$ cat src/rtl/fetch_control.sv
// -----------------------------------------------------------------------------
// fetch_control
//
// Instruction-fetch sequencer for the core front end. Owns the architectural
// PC, runs the single-outstanding instruction-memory handshake, presents each
// fetched word to the decode stage register and applies branch-unit redirects
// with a one-cycle flush pulse. A response that a redirect has made stale is
// dropped rather than presented.
//
// Parameters
//   RESET_PC           PC of the first fetch after reset (word aligned)
//
// Ports
//   clock_i            rising-edge clock
//   reset_n_i          asynchronous active-low reset
//   redirect_valid_i   branch unit requests a PC change this cycle
//   redirect_target_i  new PC, qualified by redirect_valid_i
//   stall_i            decode cannot accept; hold the if_* outputs
//   imem_req_o         fetch request (combinational, only in the request state)
//   imem_addr_o        request address, always the PC register
//   imem_ready_i       memory accepts the request at this edge
//   imem_rvalid_i      response valid
//   imem_rdata_i       instruction word, qualified by imem_rvalid_i
//   if_valid_o         if_pc_o / if_instr_o hold a live instruction
//   if_pc_o            PC of the presented instruction
//   if_instr_o         presented instruction word
//   flush_o            one-cycle pulse after each taken redirect
//   misaligned_o       sticky: a redirect target was not word aligned
// -----------------------------------------------------------------------------
module fetch_control #(
    parameter logic [31:0] RESET_PC = 32'h0000_0000
) (
    input  logic        clock_i,
    input  logic        reset_n_i,
    input  logic        redirect_valid_i,
    input  logic [31:0] redirect_target_i,
    input  logic        stall_i,
    output logic        imem_req_o,
    output logic [31:0] imem_addr_o,
    input  logic        imem_ready_i,
    input  logic        imem_rvalid_i,
    input  logic [31:0] imem_rdata_i,
    output logic        if_valid_o,
    output logic [31:0] if_pc_o,
    output logic [31:0] if_instr_o,
    output logic        flush_o,
    output logic        misaligned_o
);

    typedef enum logic [2:0] {
        S_IDLE = 3'd0,
        S_REQ  = 3'd1,
        S_WAIT = 3'd2,
        S_HOLD = 3'd3,
        S_HALT = 3'd4
    } state_e;

    state_e      state_q, state_d;
    logic [31:0] pc_q, pc_d;
    logic        kill_q, kill_d;
    logic        if_valid_q, if_valid_d;
    logic [31:0] if_pc_q, if_pc_d;
    logic [31:0] if_instr_q, if_instr_d;
    logic        flush_q, flush_d;
    logic        misaligned_q, misaligned_d;

    // Redirect targets must be word aligned; anything else halts the fetcher.
    logic        target_aligned;
    logic [31:0] pc_plus4;

    assign target_aligned = (redirect_target_i[1:0] == 2'b00);
    // Natural 32-bit wrap: 0xFFFF_FFFC + 4 -> 0x0000_0000.
    assign pc_plus4       = pc_q + 32'd4;

    // -------------------------------------------------------------------------
    // State register
    // -------------------------------------------------------------------------
    always_ff @(posedge clock_i or negedge reset_n_i) begin
        if (!reset_n_i) begin
            state_q      <= S_IDLE;
            pc_q         <= RESET_PC;
            kill_q       <= 1'b0;
            if_valid_q   <= 1'b0;
            if_pc_q      <= 32'h0000_0000;
            if_instr_q   <= 32'h0000_0000;
            flush_q      <= 1'b0;
            misaligned_q <= 1'b0;
        end else begin
            state_q      <= state_d;
            pc_q         <= pc_d;
            kill_q       <= kill_d;
            if_valid_q   <= if_valid_d;
            if_pc_q      <= if_pc_d;
            if_instr_q   <= if_instr_d;
            flush_q      <= flush_d;
            misaligned_q <= misaligned_d;
        end
    end

    // -------------------------------------------------------------------------
    // Next-state and request logic
    // -------------------------------------------------------------------------
    always_comb begin
        state_d      = state_q;
        pc_d         = pc_q;
        kill_d       = kill_q;
        if_valid_d   = if_valid_q;
        if_pc_d      = if_pc_q;
        if_instr_d   = if_instr_q;
        flush_d      = 1'b0;          // pulse: high only after a taken redirect
        misaligned_d = misaligned_q;
        imem_req_o   = 1'b0;

        case (state_q)
            S_IDLE: begin
                state_d = S_REQ;
            end

            S_REQ: begin
                // A redirect this cycle would make the current address stale,
                // so no request is offered while one is present.
                imem_req_o = !redirect_valid_i;
                if (redirect_valid_i) begin
                    if (target_aligned) begin
                        pc_d    = redirect_target_i;
                        flush_d = 1'b1;
                        state_d = S_REQ;
                    end else begin
                        misaligned_d = 1'b1;
                        if_valid_d   = 1'b0;
                        state_d      = S_HALT;
                    end
                end else if (imem_ready_i) begin
                    state_d = S_WAIT;
                end
            end

            S_WAIT: begin
                if (imem_rvalid_i) begin
                    if (kill_q || redirect_valid_i) begin
                        // Response belongs to the old path: drop it and
                        // refetch from the (possibly just updated) PC.
                        kill_d  = 1'b0;
                        state_d = S_REQ;
                        if (redirect_valid_i) begin
                            if (target_aligned) begin
                                pc_d    = redirect_target_i;
                                flush_d = 1'b1;
                            end else begin
                                misaligned_d = 1'b1;
                                if_valid_d   = 1'b0;
                                state_d      = S_HALT;
                            end
                        end
                    end else begin
                        if_valid_d = 1'b1;
                        if_pc_d    = pc_q;
                        if_instr_d = imem_rdata_i;
                        pc_d       = pc_plus4;
                        state_d    = S_HOLD;
                    end
                end else if (redirect_valid_i) begin
                    // The request in flight is now stale; remember to drop
                    // its response when it eventually arrives.
                    if (target_aligned) begin
                        pc_d    = redirect_target_i;
                        flush_d = 1'b1;
                        kill_d  = 1'b1;
                        state_d = S_WAIT;
                    end else begin
                        misaligned_d = 1'b1;
                        if_valid_d   = 1'b0;
                        state_d      = S_HALT;
                    end
                end
            end

            S_HOLD: begin
                // Redirect wins over stall: the held instruction is squashed.
                if (redirect_valid_i) begin
                    if_valid_d = 1'b0;
                    if (target_aligned) begin
                        pc_d    = redirect_target_i;
                        flush_d = 1'b1;
                        state_d = S_REQ;
                    end else begin
                        misaligned_d = 1'b1;
                        state_d      = S_HALT;
                    end
                end else if (!stall_i) begin
                    // Decode takes the instruction at this edge.
                    if_valid_d = 1'b0;
                    state_d    = S_REQ;
                end
            end

            S_HALT: begin
                // Terminal until reset; every input is ignored.
                state_d = S_HALT;
            end

            default: begin
                state_d = S_IDLE;
            end
        endcase
    end

    assign imem_addr_o  = pc_q;
    assign if_valid_o   = if_valid_q;
    assign if_pc_o      = if_pc_q;
    assign if_instr_o   = if_instr_q;
    assign flush_o      = flush_q;
    assign misaligned_o = misaligned_q;

endmodule

$ cat config.mk
export PLATFORM = sky130hd
export DESIGN_NAME = fetch_control
export DESIGN_NICKNAME = d
export VERILOG_FILES = /design/src/rtl/fetch_control.sv
export SDC_FILE = /design/constraint.sdc
export NUM_CORES = 1
export LEC_CHECK = 0
export ABC_AREA = 1
export CORE_MARGIN = 5
export CORE_UTILIZATION = 46
export DETAILED_ROUTE_END_ITERATION = 7
export PLACE_DENSITY = 0.77
export SLEW_MARGIN = 0
export SYNTH_ARGS = -nofsm -noshare
export SYNTH_HDL_FRONTEND = slang
export SYNTH_SLANG_ARGS = --single-unit
$ cat constraint.sdc
create_clock -name clock_i -period 1.8 [get_ports clock_i]
set_input_delay 0.27 -clock clock_i [delete_from_list [all_inputs] [get_ports clock_i]]
set_output_delay 0.27 -clock clock_i [all_outputs]
set_load 0.03 [all_outputs]
==> results of run 1 <==
[through the flow]
| stage | power, mW | std cells | setup TNS, ns |
|---|---|---|---|
| global route | 13.9 | 1020 | -0.00332 |
| floorplan | 7.97 | 681 | 0 |
| CTS | 13.0 | 1020 | 0 |
| finish | 13.0 | 1020 | 0 |
| detailed placement | 11.1 | 1003 | -0.125 |
| global placement | 11.0 | 1003 | -0.0918 |
[flip-flops by register name, indices dropped and copies added (netlist names)]
register / flops
flush_o: 1
if_instr_o: 32
if_pc_o: 32
if_valid_o: 1
imem_addr_o: 32
kill_q: 1
misaligned_o: 1
state_q: 3
[cell families after synthesis]
family                     synth area share
buffers and inverters                0.0725
DFF                                   0.499
and+or+nand+nor                       0.315
adders and majority gates           0.00242
AOI/OAI and AO/OA                     0.111
[timing repair]
item / CTS / global route
hold endpoints to repair: 26 / 0
pin swaps: 0 / 2
setup buffers: 0 / 0
hold buffers: 1 / 0
resized for setup: 12 / 26
cloned: 0 / 0
setup endpoints to repair: 12 / 28
[per-layer routing]
layer	vias to the layer above	wire length (um)	global-route usage
met5	-	0	0
li1	2573	-	-
met4	0	253	0.0742
met3	20	1090	0.0360
met2	203	7840	0.412
met1	2501	7340	0.358
[final timing paths]
path / from / to / slack, ns / cells past startpoint
setup / recovery: imem_addr_o[26]$_DFFE_PN0N_ / imem_addr_o[26] / 0.05 / 1
hold / removal: reset_n_i / if_instr_o[14]$_DFFE_PN0P_ / 0.41 / 2
setup reg to reg: imem_addr_o[3]$_DFFE_PN0N_ / imem_addr_o[30]$_DFFE_PN0N_ / 0.17 / 13
hold reg to reg: if_pc_o[3]$_DFFE_PN0P_ / if_pc_o[3]$_DFFE_PN0P_ / 0.47 / 2
max in group asynchronous: reset_n_i / imem_addr_o[11]$_DFFE_PN0N_ / 0.78 / 3
min in group clock_i: imem_rdata_i[26] / if_instr_o[26]$_DFFE_PN0P_ / 0.46 / 3
[layout make-up]
class | count | area [um2] | share of cell area
Clock inverter | 5 | 56.3 | 0.00741
Inverter | 58 | 218 | 0.0287
Tap cell | 140 | 175 | 0.0231
Multi-Input combinational cell | 495 | 2260 | 0.298
Sequential cell | 103 | 2580 | 0.340
Clock buffer | 11 | 233 | 0.0306
Timing Repair Buffer | 208 | 2070 | 0.273
[synthesized netlist by cell type (5+ instances only)]
library cell	count
sky130_fd_sc_hd__a21oi_1	18
sky130_fd_sc_hd__buf_2	14
sky130_fd_sc_hd__buf_4	6
sky130_fd_sc_hd__dfrtp_1	103
sky130_fd_sc_hd__inv_1	50
sky130_fd_sc_hd__inv_2	8
sky130_fd_sc_hd__nand2_1	265
sky130_fd_sc_hd__nand2_2	5
sky130_fd_sc_hd__nand3_1	36
sky130_fd_sc_hd__nand4_1	9
sky130_fd_sc_hd__nor2_1	52
sky130_fd_sc_hd__nor2_2	5
sky130_fd_sc_hd__nor3_1	11
sky130_fd_sc_hd__o211ai_1	6
sky130_fd_sc_hd__o21ai_0	51
sky130_fd_sc_hd__o21ai_1	12
sky130_fd_sc_hd__o22ai_1	7
[report_power, final]
group / internal (mW) / switching [mW]
Sequential: 3.24 / 0.802
Clock: 1.08 / 0.854
Combinational: 2.65 / 4.38
==> results_tabular.tex, run 1 <==
\begin{tabular}{lr}
\hline
Metric & Value \\
\hline
\multicolumn{2}{l}{\textbf{Layout}} \\
\quad Most frequent standard cell in the layout excluding fill and tap cells & sky130\_fd\_sc\_hd\_\_nand2\_1 \\
\quad Net count of the finished layout & 946 \\
\quad Share of cells above drive strength 1 & 0.101 \\
\quad Number of filler instances in the final layout & 916 \\
\quad Post-Layout Inst Area & 7590 um2 \\
\quad Antenna diode count & 0 \\
\quad Layout Area Growth over Synthesis & 47.2\% \\
\quad Fraction of the core area covered by cells at the end of the flow & 0.695 \\
\quad Commonest cells after routing, fill and taps aside & 264 x sky130\_fd\_sc\_hd\_\_nand2\_1, 143 x sky130\_fd\_sc\_hd\_\_clkdlybuf4s50\_1, 102 x sky130\_fd\_sc\_hd\_\_dfrtp\_1 \\
\multicolumn{2}{l}{\textbf{Critical path}} \\
\quad Sequence of cells on the critical path & clkdlybuf4s50\_1 \\
\quad Buffers \& Inverters on Critical Path & 1 \\
\quad Cell at the slowest stage of the critical path & sky130\_fd\_sc\_hd\_\_clkdlybuf4s50\_1 \\
\quad Endpoint class of the critical path & primary output \\
\quad Required time at the endpoint of the critical path & 1.53 ns \\
\quad Largest fanout on the critical path & 6 \\
\quad Max incr delay on CP & 0.71 ns \\
\quad Signal arrival time at the worst endpoint & 1.48 ns \\
\quad Dominant delay contributor by cell family on the critical path & buffers and inverters \\
\quad Launching element type of the critical path & register \\
\quad Crit path kind & reg2out \\
\multicolumn{2}{l}{\textbf{Clock tree}} \\
\quad Clock transition at the registers of the reported paths & 0.07 ns \\
\quad Worst skew pair latency & 0.34 ns \\
\quad Number of clock sinks seen by CTS & 103 \\
\quad Root buffer selected by CTS & sky130\_fd\_sc\_hd\_\_clkbuf\_16 \\
\quad Maximum count of clock buffers along a single path & 2 \\
\quad CTS buffer count & 9 \\
\quad CTS tree & built \\
\quad H-tree depth & 3 \\
\multicolumn{2}{l}{\textbf{Timing}} \\
\quad Final setup margin & 0.0455 ns \\
\quad Unrepaired setup endpoints after global routing & yes \\
\quad Worst hold slack across all endpoints & 0.408 ns \\
\quad Final Max Slew Viols & 0 \\
\quad Relative slew slack & 0.703 \\
\quad Final hold violation count & 0 \\
\quad Upper clock frequency limit & 570 MHz \\
\quad Final clock skew & 0.00468 ns \\
\quad Min Tclk post-route & 1.75 ns \\
\quad Portion of the clock cycle consumed by the worst path in the final layout & 0.975 \\
\quad Setup violation total in the final timing report & 0 \\
\quad Worst slew pin tran & 0.442 ns \\
\multicolumn{2}{l}{\textbf{Logic synthesis}} \\
\quad Share of flip-flops with an asynchronous set or reset after synthesis & 1.00 \\
\quad Yosys Warn Count & 0 \\
\quad Number of enable-type register cells in the synthesized netlist & 0 \\
\quad Area share of the largest cell type after synthesis & 0.499 \\
\quad Yosys reg bits & 103 \\
\quad Total nets after synthesis & 752 \\
\quad Post-synthesis cell area & 5160 um2 \\
\quad Predominant post-synthesis flop cell & sky130\_fd\_sc\_hd\_\_dfrtp\_1 \\
\quad Share of synthesized area occupied by flip-flops and latches & 0.499 \\
\quad Post-synthesis cell type with the largest combined area & sky130\_fd\_sc\_hd\_\_dfrtp\_1 \\
\quad Mean post-synth cell area & 7.58 um2 \\
\quad Leading cell types by total area after synthesis & sky130\_fd\_sc\_hd\_\_dfrtp\_1 50\%, sky130\_fd\_sc\_hd\_\_nand2\_1 19\%, sky130\_fd\_sc\_hd\_\_o21ai\_0 4.9\% \\
\quad Number of cells produced by synthesis & 681 \\
\quad Distinct cells, synth & 34 \\
\multicolumn{2}{l}{\textbf{Worst hold path}} \\
\quad Worst min path class & in2async \\
\multicolumn{2}{l}{\textbf{Global route}} \\
\quad Maximum number of pins on one net before global-route repair & 66 \\
\quad Overflow left after global routing & 0 \\
\quad Initial antenna violation count & 0 \\
\quad Via count of the first global-routing pass & 5280 \\
\quad Global Route Usage Sum & 0.254 \\
\quad First-pass GRT wire length & 26900 um \\
\multicolumn{2}{l}{\textbf{Placed design}} \\
\quad Placer congestion estimate & 0.966 \\
\quad Placement-stage cell area & 7230 um2 \\
\quad Placement Setup Slack & -0.0533 ns \\
\quad Final HPWL DP & 12700 um \\
\quad IO buf count & 169 \\
\multicolumn{2}{l}{\textbf{Status}} \\
\quad Outcome & finished, final reports clean \\
\multicolumn{2}{l}{\textbf{Floorplan}} \\
\quad Std-Cell Core Area & 10900 um2 \\
\quad Number of standard-cell rows in the floorplan & 38 \\
\quad Initial core utilization & 0.472 \\
\quad Floorplan die width & 116 um \\
\quad Area of the die & 13400 um2 \\
\quad Num ports & 170 \\
\quad Vert. Die Dim & 116 um \\
\multicolumn{2}{l}{\textbf{Routing}} \\
\quad Total via count after detailed routing & 5297 \\
\quad Post-route DRC & 0 \\
\quad Initial drt markers & 406 \\
\quad WL/cell & 16.2 um \\
\quad Post-DR vias/cell & 5.19 \\
\quad Number of nets still failing antenna checks after routing & 0 \\
\quad TritonRoute pass-1 iters & 5 \\
\quad Total wire length & 16500 um \\
\multicolumn{2}{l}{\textbf{Power}} \\
\quad Worst VDD drop & 0.00110 V \\
\quad Leakage component of the power & 3.65 nW \\
\quad Total power divided by cell area & 1710 nW/um2 \\
\multicolumn{2}{l}{\textbf{Flow run}} \\
\quad Max capacitance violation total & 0 \\
\hline
\end{tabular}
(Power assumes the default switching activity.)
==> inputs of run 2 (changes only) <==
--- a/config.mk
+++ b/config.mk
@@ -6,8 +6,8 @@
 export NUM_CORES = 1
 export LEC_CHECK = 0
 export ABC_AREA = 1
-export CORE_MARGIN = 5
 export CORE_UTILIZATION = 46
+export CTS_CLUSTER_DIAMETER = 100
 export DETAILED_ROUTE_END_ITERATION = 7
 export PLACE_DENSITY = 0.77
 export SLEW_MARGIN = 0
==> run 2 against run 1 <==
Compared with the run above:
- utilization down 0.55 points
- power fell by 3.9%
- combinational power decreased by 2%
- largest power group unchanged
==> results_tabular.tex, run 2 (synthesis results as in run 1) <==
\begin{tabular}{lr}
\hline
Metric & Value \\
\hline
\multicolumn{2}{l}{\textbf{Status}} \\
\quad Outcome & finished, final reports clean \\
\multicolumn{2}{l}{\textbf{Critical path}} \\
\quad Dominant delay contributor by cell family on the critical path & buffers and inverters \\
\quad Critical R2R Capture & imem\_addr\_o[7]\$\_DFFE\_PN0N\_ \\
\quad Max incr delay on CP & 0.69 ns (-0.02 ns) \\
\quad Buffers \& Inverters on Critical Path & 1 (unchanged) \\
\quad Cell depth of the worst setup path & 1 (unchanged) \\
\quad Launching point of the worst reg2reg path & state\_q[1]\$\_DFFE\_PN0P\_ \\
\quad Sequence of cells on the critical path & clkdlybuf4s50\_1 \\
\quad Endpoint class of the critical path & primary output \\
\quad Worst reg-to-reg path cell count & 7 (-6) \\
\quad Required time at the endpoint of the critical path & 1.53 ns (about the same) \\
\quad Setup slack of the most critical reg-to-reg path & 0.17 ns (about the same) \\
\quad Largest fanout on the critical path & 4 (-2) \\
\quad Launching element type of the critical path & register \\
\quad Signal arrival time at the worst endpoint & 1.47 ns (about the same) \\
\quad Cell at the slowest stage of the critical path & sky130\_fd\_sc\_hd\_\_clkdlybuf4s50\_1 \\
\quad Crit path kind & reg2out \\
\multicolumn{2}{l}{\textbf{Global route}} \\
\quad Initial antenna violation count & 0 (unchanged) \\
\quad Overflow left after global routing & 0 (unchanged) \\
\quad Global Route Usage Sum & 0.283 (+0.0291) \\
\quad Via count of the first global-routing pass & 5114 (-3.1\%) \\
\quad Maximum number of pins on one net before global-route repair & 54 (-18\%) \\
\quad First-pass GRT wire length & 25400 um (-5.4\%) \\
\multicolumn{2}{l}{\textbf{Clock tree}} \\
\quad Maximum count of clock buffers along a single path & 2 (unchanged) \\
\quad Clock transition at the registers of the reported paths & 0.11 ns (+0.04 ns) \\
\quad Number of clock sinks seen by CTS & 103 (unchanged) \\
\quad CTS tree & built \\
\quad Post-CTS Setup Inserts & 0 (unchanged) \\
\quad CTS buffer count & 9 (unchanged) \\
\quad Root buffer selected by CTS & sky130\_fd\_sc\_hd\_\_clkbuf\_8 \\
\quad H-tree depth & 3 (unchanged) \\
\quad Worst skew pair latency & 0.38 ns (+0.04 ns) \\
\multicolumn{2}{l}{\textbf{Timing}} \\
\quad Final hold violation count & 0 (unchanged) \\
\quad Final clock skew & 0.0189 ns (+0.0142 ns) \\
\quad Relative slew slack & 0.698 (-0.00491) \\
\quad Worst slew pin tran & 0.450 ns (+0.00730 ns) \\
\quad Unrepaired setup endpoints after global routing & yes \\
\quad Worst hold slack across all endpoints & 0.321 ns (-0.0872 ns) \\
\quad Min Tclk post-route & 1.74 ns (-0.0186 ns) \\
\quad Upper clock frequency limit & 576 MHz (+1.1\%) \\
\quad Final Max Slew Viols & 0 (unchanged) \\
\quad Setup violation total in the final timing report & 0 (unchanged) \\
\quad Portion of the clock cycle consumed by the worst path in the final layout & 0.964 (-0.0103) \\
\multicolumn{2}{l}{\textbf{Placed design}} \\
\quad Placer congestion estimate & 0.963 (-0.37\%) \\
\quad Placed Instances & 1006 (+0.30\%) \\
\quad Final HPWL DP & 12100 um (-4.7\%) \\
\quad IO buf count & 169 (unchanged) \\
\multicolumn{2}{l}{\textbf{Power}} \\
\quad Pint & 6.50 mW (-6.8\%) \\
\quad Comb pwr share & 0.551 (+0.011) \\
\quad Total power divided by cell area & 1670 nW/um2 (-2.7\%) \\
\quad Register share of total power & 0.327 (+0.016) \\
\quad NetSw & 5.99 mW (-0.63\%) \\
\quad Leakage component of the power & 3.56 nW (-2.5\%) \\
\quad Clock Power Share & 0.122 (-0.027) \\
\quad Net switching fraction of the power & 0.480 (+0.0159) \\
\quad Worst VDD drop & 0.000965 V (-12\%) \\
\quad Pwr Total & 12.5 mW (-3.9\%) \\
\multicolumn{2}{l}{\textbf{Floorplan}} \\
\quad Num ports & 170 (unchanged) \\
\quad Area of the die & 11600 um2 (-13\%) \\
\quad Std-Cell Core Area & 10900 um2 (-0.44\%) \\
\quad Initial core utilization & 0.474 (+0.00206) \\
\quad Number of standard-cell rows in the floorplan & 38 (unchanged) \\
\quad Vert. Die Dim & 108 um (-6.9\%) \\
\quad Floorplan die width & 108 um (-6.9\%) \\
\multicolumn{2}{l}{\textbf{Routing}} \\
\quad Initial drt markers & 411 (+1.2\%) \\
\quad Total via count after detailed routing & 5312 (+0.28\%) \\
\quad TritonRoute pass-1 iters & 6 (+1) \\
\quad WL/cell & 15.6 um (-3.7\%) \\
\quad Number of nets still failing antenna checks after routing & 0 (unchanged) \\
\quad Post-route DRC & 0 (unchanged) \\
\quad Post-DR vias/cell & 5.19 (about the same) \\
\quad Total wire length & 16000 um (-3.4\%) \\
\multicolumn{2}{l}{\textbf{Flow run}} \\
\quad Max capacitance violation total & 0 (unchanged) \\
\multicolumn{2}{l}{\textbf{Worst hold path}} \\
\quad Worst min path class & in2async \\
\multicolumn{2}{l}{\textbf{Layout}} \\
\quad Commonest cells after routing, fill and taps aside & 263 x sky130\_fd\_sc\_hd\_\_nand2\_1, 138 x sky130\_fd\_sc\_hd\_\_clkdlybuf4s50\_1, 102 x sky130\_fd\_sc\_hd\_\_dfrtp\_1 \\
\quad Net count of the finished layout & 949 (+0.32\%) \\
\quad Non-filler instance count after layout & 1023 (+0.29\%) \\
\quad Most frequent standard cell in the layout excluding fill and tap cells & sky130\_fd\_sc\_hd\_\_nand2\_1 \\
\quad Share of cells above drive strength 1 & 0.108 (+0.00645) \\
\quad Number of filler instances in the final layout & 937 (+2.3\%) \\
\quad Antenna diode count & 0 (unchanged) \\
\quad Layout Area Growth over Synthesis & 45.4\% \\
\hline
\end{tabular}
run 2: worst max-delay path by stage:
| stage | slack (ns) | startpoint | to |
|---|---|---|---|
| global placement | -0.06 | redirect_target_i[0] | imem_addr_o[30]$_DFFE_PN0N_ |
| finish | 0.06 | imem_addr_o[31]$_DFFE_PN0N_ | imem_addr_o[31] |
| floorplan | 0.06 | imem_addr_o[3]$_DFFE_PN0N_ | imem_addr_o[28]$_DFFE_PN0N_ |
| detailed placement | -0.08 | redirect_valid_i | imem_addr_o[12]$_DFFE_PN0N_ |
| CTS | 0.003 | imem_addr_o[6]$_DFFE_PN0N_ | imem_addr_o[6] |
| global route | -0.03 | state_q[2]$_DFFE_PN0P_ | imem_req_o |
run 2: metal layers:
layer | part of all wire | wire, um | global-route usage | vias up
met5 | 0 | 0 | 0 | -
met4 | 0.010 | 163 | 0.0753 | 0
met3 | 0.057 | 905 | 0.0527 | 14
met2 | 0.48 | 7660 | 0.462 | 172
met1 | 0.45 | 7240 | 0.387 | 2547
li1 | - | - | - | 2579
run 2: metrics by stage:
step | setup TNS (ns) | cell area (um2) | setup slack [ns] | util
6_report | 0 | 7500 | 0.0641 | 0.689
5_1_grt | -0.0254 | 7500 | -0.0254 | 0.689
4_1_cts | 0 | 7440 | 0.00302 | 0.683
3_5_place_dp | -0.675 | 7250 | -0.0839 | 0.666
3_3_place_gp | -0.132 | 7250 | -0.0564 | 0.666
2_1_floorplan | 0 | 5170 | 0.0560 | -
run 2: power by group through the flow:
| stage | combinational, mW | sequential, mW | clock (mW) |
|---|---|---|---|
| after CTS | 6.84 | 4.06 | 1.55 |
| final | 6.88 | 4.09 | 1.52 |
| after detailed placement | 6.98 | 4.10 | 0 |
| after global routing | 7.47 | 4.19 | 1.64 |
| after floorplan | 2.28 | 5.69 | 0 |
| after global placement | 6.89 | 4.07 | 0 |
run 2: timing repair:
| action | 4_1_cts | 5_1_grt |
|---|---|---|
| hold buffers | 1 | 0 |
| setup endpoints to repair | 24 | 18 |
| gates resized for setup | 24 | 20 |
| endpoints found under the hold margin | 19 | 0 |
| pin swaps | 0 | 4 |
run 2: layout make-up:
type,count,area [um2],area share
Tap cell,140,175,0.0233
Sequential cell,103,2580,0.344
Timing Repair Buffer,211,2060,0.275
Multi-Input combinational cell,495,2260,0.302
Clock inverter,6,66.3,0.00884
Clock buffer,10,138,0.0183
Inverter,58,218,0.0290
